$ cat src/rtl/morse_symbol_decoder.sv
// morse_symbol_decoder
// Turns a stream of pulse widths into Morse character codes. Each width is
// classified as a dot (width <= DOT_MAX) or a dash (width > DOT_MAX). Up to
// five symbols are packed MSB-first into out_code. A character is closed
// once GAP_CYCLES consecutive cycles pass without an accepted symbol.
// Symbols beyond the fifth are dropped and reported through out_err.
//
// Optional build macro: GLITCH_FILTER_EN
//   When defined, strobes whose width is below MIN_WIDTH are ignored
//   completely. Such a strobe behaves like an idle cycle.
//   When undefined, every strobe is processed.

module morse_symbol_decoder #(
  parameter int unsigned DOT_MAX    = 15,
  parameter int unsigned GAP_CYCLES = 100,
  parameter int unsigned MIN_WIDTH  = 2
) (
  input  logic        clk,
  input  logic        rst,
  input  logic        ready,
  input  logic [10:0] data,
  output logic        out_valid,
  output logic [4:0]  out_code,
  output logic [2:0]  out_len,
  output logic        out_err
);

`ifdef GLITCH_FILTER_EN
  localparam logic GlitchEnC = 1'b1;
`else
  localparam logic GlitchEnC = 1'b0;
`endif

  localparam logic [10:0] DotMaxC   = 11'(DOT_MAX);
  localparam logic [10:0] MinWidthC = 11'(MIN_WIDTH);
  // Last gap count before the character closes. Clearing the counter at
  // this value keeps the 16-bit counter from ever wrapping.
  localparam logic [15:0] GapLastC  = 16'(GAP_CYCLES - 1);

  typedef enum logic [0:0] {
    IDLE    = 1'b0,
    COLLECT = 1'b1
  } state_t;

  // Architectural state.
  state_t      state_q, state_d;
  logic [4:0]  shift_q, shift_d;
  logic [2:0]  len_q, len_d;
  logic [15:0] gap_q, gap_d;
  logic        ovf_q, ovf_d;

  // Registered outputs.
  logic        out_valid_q, out_valid_d;
  logic [4:0]  out_code_q, out_code_d;
  logic [2:0]  out_len_q, out_len_d;
  logic        out_err_q, out_err_d;

  // Per-cycle symbol decode.
  logic        sym_s;
  logic        glitch_s;
  logic        accept_s;

  // Classify the incoming width and decide whether the strobe counts as a symbol.
  always_comb begin
    sym_s    = (data > DotMaxC);
    glitch_s = GlitchEnC && (data < MinWidthC);
    accept_s = ready && !glitch_s;
  end

  // Next-state logic: character assembly, gap timing and emission.
  always_comb begin
    state_d     = state_q;
    shift_d     = shift_q;
    len_d       = len_q;
    gap_d       = gap_q;
    ovf_d       = ovf_q;
    out_valid_d = 1'b0;
    out_code_d  = out_code_q;
    out_len_d   = out_len_q;
    out_err_d   = out_err_q;

    case (state_q)
      IDLE: begin
        gap_d = 16'd0;
        if (accept_s) begin
          shift_d = {4'b0000, sym_s};
          len_d   = 3'd1;
          ovf_d   = 1'b0;
          state_d = COLLECT;
        end else begin
          state_d = IDLE;
        end
      end

      COLLECT: begin
        if (accept_s) begin
          // A new symbol always wins over a timeout in the same cycle.
          gap_d = 16'd0;
          if (len_q < 3'd5) begin
            shift_d = {shift_q[3:0], sym_s};
            len_d   = len_q + 3'd1;
          end else begin
            ovf_d = 1'b1;
          end
        end else if (gap_q == GapLastC) begin
          out_valid_d = 1'b1;
          out_code_d  = shift_q;
          out_len_d   = len_q;
          out_err_d   = ovf_q;
          shift_d     = 5'd0;
          len_d       = 3'd0;
          gap_d       = 16'd0;
          ovf_d       = 1'b0;
          state_d     = IDLE;
        end else begin
          gap_d = gap_q + 16'd1;
        end
      end

      default: begin
        shift_d = 5'd0;
        len_d   = 3'd0;
        gap_d   = 16'd0;
        ovf_d   = 1'b0;
        state_d = IDLE;
      end
    endcase
  end

  // State and output registers. Reset discards any partial character.
  always_ff @(posedge clk or posedge rst) begin
    if (rst) begin
      state_q     <= IDLE;
      shift_q     <= 5'd0;
      len_q       <= 3'd0;
      gap_q       <= 16'd0;
      ovf_q       <= 1'b0;
      out_valid_q <= 1'b0;
      out_code_q  <= 5'd0;
      out_len_q   <= 3'd0;
      out_err_q   <= 1'b0;
    end else begin
      state_q     <= state_d;
      shift_q     <= shift_d;
      len_q       <= len_d;
      gap_q       <= gap_d;
      ovf_q       <= ovf_d;
      out_valid_q <= out_valid_d;
      out_code_q  <= out_code_d;
      out_len_q   <= out_len_d;
      out_err_q   <= out_err_d;
    end
  end

  assign out_valid = out_valid_q;
  assign out_code  = out_code_q;
  assign out_len   = out_len_q;
  assign out_err   = out_err_q;

endmodule
$ cat config.mk
export PLATFORM = sky130hd
export DESIGN_NAME = morse_symbol_decoder
export DESIGN_NICKNAME = d
export VERILOG_FILES = /design/src/rtl/morse_symbol_decoder.sv
export SDC_FILE = /design/constraint.sdc
export NUM_CORES = 1
export LEC_CHECK = 0
export CAP_MARGIN = 10
export CORE_MARGIN = 5
export CORE_UTILIZATION = 40
export CTS_CLUSTER_DIAMETER = 120
export CTS_CLUSTER_SIZE = 20
export DETAILED_ROUTE_END_ITERATION = 8
export GPL_TIMING_DRIVEN = 0
export PLACE_DENSITY = 0.65
export SLEW_MARGIN = 20
export SYNTH_ARGS = -nofsm -noshare
export SYNTH_HDL_FRONTEND = slang
export SYNTH_SLANG_ARGS = --single-unit
$ cat constraint.sdc
create_clock -name clk -period 1.75 [get_ports clk]
set_input_delay 0.2625 -clock clk [delete_from_list [all_inputs] [get_ports clk]]
set_output_delay 0.2625 -clock clk [all_outputs]
set_load 0.01 [all_outputs]
==> impl_results.md, run 1 <==
- Initial antenna violation count: 0
- Cell area after layout: 0.00216 mm^2
- Hold_buf cts: 0
- Die Area: 0.00544 mm^2
- H-tree depth reported by CTS: 2
- GP Congestion: 0.833
- Number of max-cap violations: 0
- Commonest non-fill, non-tap cell in the layout: dfrtp_1
- Vias/cell: 5.35
- Outcome: completed
- Slew Viols, Final: 0
- Top_reg_cell synth: dfrtp_1
- Post-route ant nets: 0
- Vias in the first global route: 1223
- Setup violators final: 0
- Worst R2R Path Depth: 5
- Synthesized area: 0.00163 mm^2
- # IOs: 24
- I/O Buffers: 19
- Via count: 1231
- Placed cells: 214
- Largest net degree at the start of global routing: 37
- Area growth from synthesis to layout: 33.0%
- Die Width: 73.8 um
- GR Overflow Total: 0
- Root buffer cell: clkbuf_8
- Reg clk slew, reported paths: 0.07 ns
- Max clock buf depth: 2
- Reg2Reg Setup Slack: 0.008 ns
- Crit path required time: 1.92 ns
- Hold Vio Cnt, Final: 0
- Synthesis warning total: 0
- Iteration-0 DRC Markers: 68
- Core ar.: 0.00397 mm^2
- DP Area: 0.00188 mm^2
- Min setup slack post-route: 0.00771 ns
- Cell variety after synth: 35
- Skew final: 0.00615 ns
- Max Fclk: 0.574 GHz
- Worst slew pin tran: 0.729 ns
- Tcrit/Tclk final: 0.996
- TritonRoute pass-1 iters: 4
- Routed len/inst: 14.9 um
- Fin cells: 230
- Post-Route WL: 3.43 mm
- First-pass GRT wire length: 5.73 mm
- Post-synth EDFFs: 0
- Post-DP HPWL: 2.29 mm
- Met1 usage in global routing: 0.180
- Worst Path Max Fanout: 5
- Grt met2 use: 0.215
- DRC: 0
- P_leak: 0.930 nW
- TritonCTS Buffers: 5
- Final core occ: 0.545
- R2r startpoint: gap_q[3]$_DFF_PP0_
- Worst Hold Class: in -> async
- DP Worst Slack: -0.278 ns
- Synth async-reset ratio: 1.00
- Post-synthesis net count: 161
- Critical path class: reg -> reg
- Relative max-transition margin: 0.513
- Tmin final: 1.74 ns
- Row cnt: 23
- CP Data Arrival Time: 1.92 ns
- Met3 usage: 0.0465
- Inserted Diodes: 0
- FF-to-FF End: out_len[0]$_DFFE_PP0P_
- Most frequent cells in the layout: dfrtp_1, clkdlybuf4s50_1, nor2_1
- Unrepaired setup endpoints after global routing: true
- Global routing's busiest layer: met2
- Crit end category: flip-flop
- CP Launch Type: flip-flop
- Mapped Cells: 145
- Worst-Skew Late Latency: 0.29 ns
- VDD IR max: 0.000546 V
- Die Y: 73.8 um
- Gr usage total: 0.137
- Pwr dens: 957 mW/mm^2
- Sequential share of the synthesized area: 0.554
- Avg Cell Area, Syn: 11.2 um^2
- Ratio of cells with drive above 1 in the final layout: 0.239
- CTS sink cnt: 36
- Starting Density: 0.410
- FF+latch count, synth: 36
- Nets: 195
- CTS tree: built
==> final cells by class <==
| type | instances | area, um^2 |
|---|---|---|
| Buffer | 2 | 15.0 |
| Clock buffer | 5 | 68.8 |
| Clock inverter | 3 | 42.5 |
| Fill cell | 328 | 1810 |
| Inverter | 3 | 11.3 |
| Multi-Input combinational cell | 103 | 791 |
| Sequential cell | 36 | 907 |
| Tap cell | 50 | 62.6 |
| Timing Repair Buffer | 28 | 265 |
==> how the worst max path moves through the flow <==
stage / from / to / slack (ns)
after floorplan: gap_q[0]$_DFF_PP0_ / len_q[2]$_DFFE_PP0P_ / 0.04
after global placement: ready / out_len[2]$_DFFE_PP0P_ / -0.27
after detailed placement: ready / out_len[0]$_DFFE_PP0P_ / -0.28
after CTS: gap_q[0]$_DFF_PP0_ / shift_q[0]$_DFFE_PP0P_ / -0.004
after global routing: gap_q[3]$_DFF_PP0_ / out_len[1]$_DFFE_PP0P_ / -0.03
final: gap_q[3]$_DFF_PP0_ / out_len[0]$_DFFE_PP0P_ / 0.008
==> cells by family after synthesis <==
family / count (synthesis) / share of synthesized area
buffers and inverters: 6 / 0.0154
multiplexers: 9 / 0.0623
AND/OR/NAND/NOR: 59 / 0.201
AO/OA/AOI/OAI: 22 / 0.0931
adder cells (fa/ha/maj): 2 / 0.0154
flip-flops: 36 / 0.554
XOR/XNOR: 11 / 0.0592
==> cell usage after synthesis, drive strengths merged, types with 2 or more instances <==
| master | instances | share of area |
|---|---|---|
| dfrtp | 36 | 0.55 |
| nor2 | 14 | 0.032 |
| nand2 | 10 | 0.023 |
| mux2 | 9 | 0.062 |
| nand3 | 8 | 0.025 |
| xor2 | 8 | 0.043 |
| nor4 | 6 | 0.023 |
| o21ai | 6 | 0.018 |
| a22o | 5 | 0.027 |
| a21oi | 4 | 0.012 |
| and3 | 4 | 0.015 |
| nand4 | 4 | 0.015 |
| inv | 3 | 0.0069 |
| xnor2 | 3 | 0.016 |
| buf | 2 | 0.0062 |
| ha | 2 | 0.015 |
| nor3 | 2 | 0.013 |
| nor3b | 2 | 0.0092 |
| or3 | 2 | 0.0077 |
| or4 | 2 | 0.0092 |
==> critical path: stages (launching register included) <==
cell and delay [ns]:
dfrtp_2 0.43, nor4b_2 0.26, nand4b_1 0.22, nor3_4 0.26
buf_6 0.16, mux2_4 0.30
==> per-layer routing <==
layer | wire (um) | vias up | share of wire
met3 | 159 | 2 | 0.046
li1 | - | 596 | -
met5 | 0 | - | 0
met2 | 1660 | 33 | 0.48
met4 | 21 | 0 | 0.0061
met1 | 1580 | 600 | 0.46
==> report_power, final <==
| group | total [mW] | switching [mW] | internal [mW] |
|---|---|---|---|
| logic | 0.313 | 0.133 | 0.180 |
| registers | 1.03 | 0.105 | 0.930 |
| clock network | 0.722 | 0.301 | 0.421 |
==> timing repair <==
action / in CTS / in global routing
buffers inserted: 4 / 5
gates resized for setup: 5 / 25
pin swaps: 1 / 4
setup endpoints to repair: 26 / 26
==> sequential cells by signal (all words and copies together), names as in the netlist <==
register,count
state_q,1
out_len,3
ovf_q,1
out_code,5
gap_q,16
len_q,3
out_valid,1
shift_q,5
out_err,1
==> metrics by stage <==
| step | hold WS, ns | setup TNS (ns) | total power [mW] |
|---|---|---|---|
| 2_1_floorplan | 0.386 | 0 | 1.24 |
| 3_3_place_gp | 0.474 | -8.41 | 1.32 |
| 3_5_place_dp | 0.478 | -5.94 | 1.33 |
| 4_1_cts | 0.443 | -0.00594 | 2.07 |
| 5_1_grt | 0.510 | -0.305 | 2.19 |
| 6_report | 0.413 | 0 | 2.07 |
No activity file was read; power rests on OpenSTA's default activity.
==> run 2, diff against run 1 <==
CAP_MARGIN = default   (was 10)
CORE_ASPECT_RATIO = 0.9   (was default)
==> impl_results.md, run 2 (same netlist as run 1, synthesis figures left out) <==
- Die Width: 77.2 um (was 73.8 um)
- P_leak: 0.893 nW (was 0.930 nW)
- Largest register FFs: 16 (unchanged)
- Reg2Reg Setup Slack: 0.01 ns (was 0.008 ns)
- Max Fclk: 0.576 GHz (was 0.574 GHz)
- Relative max-transition margin: 0.516 (was 0.513)
- GR Overflow Total: 0 (unchanged)
- Die Y: 70.5 um (was 73.8 um)
- Die Area: 0.00544 mm^2 (about the same)
- Area growth from synthesis to layout: 27.5% (was 33.0%)
- Flip-flop and latch area: 906 um^2 (was 907 um^2)
- Skew final: 0.00875 ns (was 0.00615 ns)
- Hold Vio Cnt, Final: 0 (unchanged)
- Commonest non-fill, non-tap cell in the layout: dfrtp_1 (unchanged)
- Routed len/inst: 15.8 um (was 14.9 um)
- Outcome: completed (unchanged)
- Worst Setup EP: out_code[2]$_DFFE_PP0P_ (was out_len[0]$_DFFE_PP0P_)
- Beginning of the critical path: gap_q[3]$_DFF_PP0_ (unchanged)
- Tot Pwr: 1.94 mW (was 2.07 mW)
- Worst R2R Path Depth: 5 (unchanged)
- Vias/cell: 5.59 (was 5.35)
- Final core occ: 0.520 (was 0.545)
- Tcrit/Tclk final: 0.993 (was 0.996)
- Worst Hold Class: in -> async (unchanged)
- Multi-input gate area: 762 um^2 (was 791 um^2)
- Pwr dens: 937 mW/mm^2 (was 957 mW/mm^2)
- Cell area after layout: 0.00207 mm^2 (was 0.00216 mm^2)
- I/O Buffers: 19 (unchanged)
- Initial antenna violation count: 0 (unchanged)
- Core ar.: 0.00399 mm^2 (was 0.00397 mm^2)
- Worst Path Max Fanout: 10 (was 5)
- Post-route ant nets: 0 (unchanged)
- H-tree depth reported by CTS: 2 (unchanged)
- Gr usage total: 0.137 (about the same)
- Max clock buf depth: 2 (unchanged)
- VDD IR max: 0.000461 V (was 0.000546 V)
- Placed cells: 212 (was 214)
- Most frequent cells in the layout: dfrtp_1, clkdlybuf4s50_1, nor2_1 (unchanged)
- CP Data Arrival Time: 1.92 ns (about the same)
- DRC: 0 (unchanged)
- GP Congestion: 0.778 (was 0.833)
- Slew Viols, Final: 0 (unchanged)
- Post-DP HPWL: 2.29 mm (about the same)
- Ratio of cells with drive above 1 in the final layout: 0.206 (was 0.239)
- WHS: 0.404 ns (was 0.413 ns)
- Vias in the first global route: 1242 (was 1223)
- Root buffer cell: clkbuf_8 (unchanged)
- Crit path required time: 1.93 ns (was 1.92 ns)
- CTS sink cnt: 36 (unchanged)
- CTS tree: built (unchanged)
- Setup violators final: 0 (unchanged)
- Nets: 190 (was 195)
- Hold_buf cts: 0 (unchanged)
- Iteration-0 DRC Markers: 123 (was 68)
- Crit end category: flip-flop (unchanged)
- Worst slew pin tran: 0.725 ns (was 0.729 ns)
- CP Launch Type: flip-flop (unchanged)
- Reg clk slew, reported paths: 0.08 ns (was 0.07 ns)
- TritonCTS Buffers: 5 (unchanged)
- Unrepaired setup endpoints after global routing: true (unchanged)
- Starting Density: 0.408 (was 0.410)
- Min setup slack post-route: 0.0131 ns (was 0.00771 ns)
- Critical path class: reg -> reg (unchanged)
- Inserted Diodes: 0 (unchanged)
- Post-Route WL: 3.53 mm (was 3.43 mm)
- TritonRoute pass-1 iters: 4 (unchanged)
- Largest net degree at the start of global routing: 37 (unchanged)
- # IOs: 24 (unchanged)
- R2r startpoint: gap_q[3]$_DFF_PP0_ (unchanged)
- Number of max-cap violations: 0 (unchanged)
- Worst-Skew Late Latency: 0.29 ns (about the same)
- DP Worst Slack: -0.294 ns (was -0.278 ns)
- First-pass GRT wire length: 5.95 mm (was 5.73 mm)
- Fin cells: 223 (was 230)
- Filler cells: 340 (was 328)
- Tmin final: 1.74 ns (about the same)
- Row cnt: 22 (was 23)
- Setup tns final: 0 ns (unchanged)
- FF-to-FF End: out_code[2]$_DFFE_PP0P_ (was out_len[0]$_DFFE_PP0P_)
- DP Area: 0.00188 mm^2 (about the same)
- Via count: 1247 (was 1231)
- Top reg by flops: gap_q (unchanged)
==> run 2: cell types whose count changed in the layout (fill, tap and decap cells not counted), sizes merged <==
cell	before	now
clkinvlp	1	0
bufinv	1	0
buf	10	5
clkinv	1	3
==> run 2: where the power goes <==
group | leakage (nW) | internal, mW | switching [mW]
sequential | 0.468 | 0.930 | 0.105
clock | 0.0479 | 0.277 | 0.314
combinational | 0.377 | 0.176 | 0.141
==> run 2: worst max-delay path, stage by stage, from the launching register on <==
cell and delay, ns:
dfrtp_2 0.47, nor4b_2 0.26, nand4b_1 0.20, nor3_4 0.20, buf_12 0.16, mux2_2 0.33
==> run 2: area by class of cell <==
cell class,instances,area share
multi-input combinational,103,0.367
timing repair buffer,23,0.114
clock buffer,5,0.0332
buffer,2,0.00543
sequential,36,0.437
inverter,3,0.00543
tap,48,0.0290
clock inverter,3,0.00905
==> run 2: worst min path at each step <==
stage,start,end,slack [ns],cells past startpoint
after floorplan,ready,state_q$_DFF_PP0_,0.39,2
after global placement,out_err$_DFFE_PP0P_,out_err$_DFFE_PP0P_,0.47,1
after detailed placement,ovf_q$_DFFE_PP0P_,out_err$_DFFE_PP0P_,0.47,1
after CTS,rst,gap_q[15]$_DFF_PP0_,0.43,2
after global routing,rst,gap_q[15]$_DFF_PP0_,0.49,2
final,rst,gap_q[15]$_DFF_PP0_,0.40,2
==> run 2: layer usage <==
metal  share of wire  up-vias  GRT usage  routed length (um)
li1                -      585          -                   -
met1            0.44      630      0.168                1570
met2            0.49       27      0.218                1730
met3           0.050        5     0.0477                 177
met4           0.014        0     0.0573                  51
met5               0        -          0                   0
==> run 2: repair_timing <==
action | CTS | global route
buffers inserted | 3 | 1
endpoints found under the setup margin | 28 | 24
pin swaps | 1 | 2
gates resized for setup | 7 | 12
==> run 3, diff against run 2 <==
PLACE_DENSITY = 0.63   (was 0.65)
clock period = 1.95 ns   (was 1.75 ns; I/O delays follow)
==> impl_results.md, run 3 (same netlist as run 1, synthesis figures left out) <==
- TritonCTS Buffers: 5 (unchanged)
- Final core occ: 0.511 (was 0.520)
- Die Y: 70.5 um (unchanged)
- Largest register FFs: 16 (unchanged)
- Setup violators final: 0 (unchanged)
- Worst Path Max Fanout: 7 (was 10)
- CTS sink cnt: 36 (unchanged)
- Crit path required time: 2.11 ns (was 1.93 ns)
- Tmin final: 1.84 ns (was 1.74 ns)
- Initial antenna violation count: 0 (unchanged)
- Gr usage total: 0.129 (was 0.137)
- Most frequent cells in the layout: dfrtp_1, clkdlybuf4s50_1, nor2_1 (unchanged)
- Unrepaired setup endpoints after global routing: true (unchanged)
- Slew Viols, Final: 0 (unchanged)
- Psw: 0.468 mW (was 0.560 mW)
- Clk pwr share: 0.346 (was 0.304)
- Ratio of cells with drive above 1 in the final layout: 0.165 (was 0.206)
- Number of max-cap violations: 0 (unchanged)
- Placed cells: 212 (unchanged)
- GR Overflow Total: 0 (unchanged)
- Pint: 1.36 mW (was 1.38 mW)
- Vias in the first global route: 1238 (was 1242)
- Row cnt: 22 (unchanged)
- Nets: 191 (was 190)
- Post-DP HPWL: 2.33 mm (was 2.29 mm)
- Worst slew pin tran: 0.720 ns (was 0.725 ns)
- Setup tns final: 0 ns (unchanged)
- CP Launch Type: flip-flop (unchanged)
- Largest net degree at the start of global routing: 37 (unchanged)
- Min setup slack post-route: 0.110 ns (was 0.0131 ns)
- Hold Vio Cnt, Final: 0 (unchanged)
- Worst Hold Class: in -> async (unchanged)
- Vias/cell: 5.54 (was 5.59)
- Pwr dens: 897 mW/mm^2 (was 937 mW/mm^2)
- Via count: 1240 (was 1247)
- Top reg by flops: gap_q (unchanged)
- Post-route ant nets: 0 (unchanged)
- Max Fclk: 0.544 GHz (was 0.576 GHz)
- Tcrit/Tclk final: 0.944 (was 0.993)
- CP Data Arrival Time: 2.00 ns (was 1.92 ns)
- Skew final: 0.00557 ns (was 0.00875 ns)
- DRC: 0 (unchanged)
- Die Width: 77.2 um (unchanged)
- Commonest non-fill, non-tap cell in the layout: dfrtp_1 (unchanged)
- Die Area: 0.00544 mm^2 (unchanged)
- Sw Ratio: 0.255 (was 0.288)
- Crit end category: flip-flop (unchanged)
- Fin cells: 224 (was 223)
- Inserted Diodes: 0 (unchanged)
- H-tree depth reported by CTS: 2 (unchanged)
- VDD IR max: 0.000500 V (was 0.000461 V)
- Root buffer cell: clkbuf_8 (unchanged)
- Relative max-transition margin: 0.519 (was 0.516)
- Max clock buf depth: 2 (unchanged)
- Area growth from synthesis to layout: 25.5% (was 27.5%)
- Critical path class: reg -> reg (unchanged)
- GP Congestion: 0.768 (was 0.778)
- First-pass GRT wire length: 5.66 mm (was 5.95 mm)
- Starting Density: 0.408 (unchanged)
- TritonRoute pass-1 iters: 4 (unchanged)
- Iteration-0 DRC Markers: 97 (was 123)
- Routed len/inst: 14.4 um (was 15.8 um)
- P_leak: 0.895 nW (was 0.893 nW)
- CTS tree: built (unchanged)
- Post-Route WL: 3.24 mm (was 3.53 mm)
- Sequential fraction of design power: 0.503 (was 0.533)
- DP Worst Slack: -0.118 ns (was -0.294 ns)
- Reg clk slew, reported paths: 0.07 ns (was 0.08 ns)
- Worst-Skew Late Latency: 0.28 ns (was 0.29 ns)
- Outcome: completed (unchanged)
- I/O Buffers: 19 (unchanged)
- Core ar.: 0.00399 mm^2 (unchanged)
- Gate power share: 0.151 (was 0.163)
- # IOs: 24 (unchanged)
[run 3: cell types whose count changed in the layout (fill, tap and decap cells not counted), moves of 2 or more]
cell / change
buf_2: +2
nor4_1: +2
mux2_4: -2
dfrtp_1: +4
dfrtp_2: -4
mux2_2: +2
[run 3: what timing repair did]
item | 4_1_cts | 5_1_grt
pin swaps | 0 | 1
resized for setup | 1 | 2
setup endpoints to repair | 16 | 25
hold buffers | 0 | 0
buffers inserted | 1 | 3
endpoints found under the hold margin | 0 | 0
[run 3: area by class of cell]
type / instances / area, um^2
plain buffers: 3 / 13.8
repair buffers: 23 / 233
multi-input cells: 103 / 711
flip-flops and latches: 36 / 901
clock inverters: 3 / 42.5
inverters: 3 / 11.3
well taps: 48 / 60.1
clock buffers: 5 / 68.8
fillers: 339 / 1950
[run 3: final timing paths]
| kind | end | start | slack (ns) | depth (start not counted) |
|---|---|---|---|---|
| worst min-delay path | shift_q[4]$_DFFE_PP0P_ | rst | 0.45 | 2 |
| max in group asynchronous | gap_q[8]$_DFF_PP0_ | rst | 1.04 | 2 |
| worst max-delay path | len_q[2]$_DFFE_PP0P_ | gap_q[0]$_DFF_PP0_ | 0.11 | 5 |
| worst max register to register | len_q[2]$_DFFE_PP0P_ | gap_q[0]$_DFF_PP0_ | 0.11 | 5 |
| min in group clk | out_err$_DFFE_PP0P_ | ovf_q$_DFFE_PP0P_ | 0.50 | 1 |
| worst min register to register | out_err$_DFFE_PP0P_ | ovf_q$_DFFE_PP0P_ | 0.50 | 1 |
[run 3: power groups by stage]
stage               registers (mW)  logic [mW]  clock network [mW]
global placement             0.926       0.260                   0
CTS                          0.920       0.272               0.652
global route                 0.931       0.310               0.686
floorplan                    0.907       0.206                   0
finish                       0.921       0.276               0.633
detailed placement           0.935       0.268                   0
[run 3: metrics by stage]
step                      total power [mW]  hold WS [ns]  area [um^2]
after CTS                             1.84         0.478         2000
final                                 1.83         0.447         2040
after global routing                  1.93         0.508         2040
after detailed placement              1.20         0.488         1880
after floorplan                       1.11         0.416         1630
after global placement                1.19         0.479         1880
[run 3: critical path, stage by stage (launching register included)]
cell	delay (ns)
dfrtp_1	0.41
ha_2	0.25
and3_2	0.24
nand4_1	0.23
o21ba_4	0.31
a211o_1	0.30
[run 3: routing by layer]
| metal | GRT usage | wire length (um) | vias to the layer above |
|---|---|---|---|
| li1 | - | - | 587 |
| met1 | 0.164 | 1480 | 625 |
| met2 | 0.211 | 1580 | 24 |
| met3 | 0.0412 | 135 | 4 |
| met4 | 0.0344 | 34 | 0 |
| met5 | 0 | 0 | - |
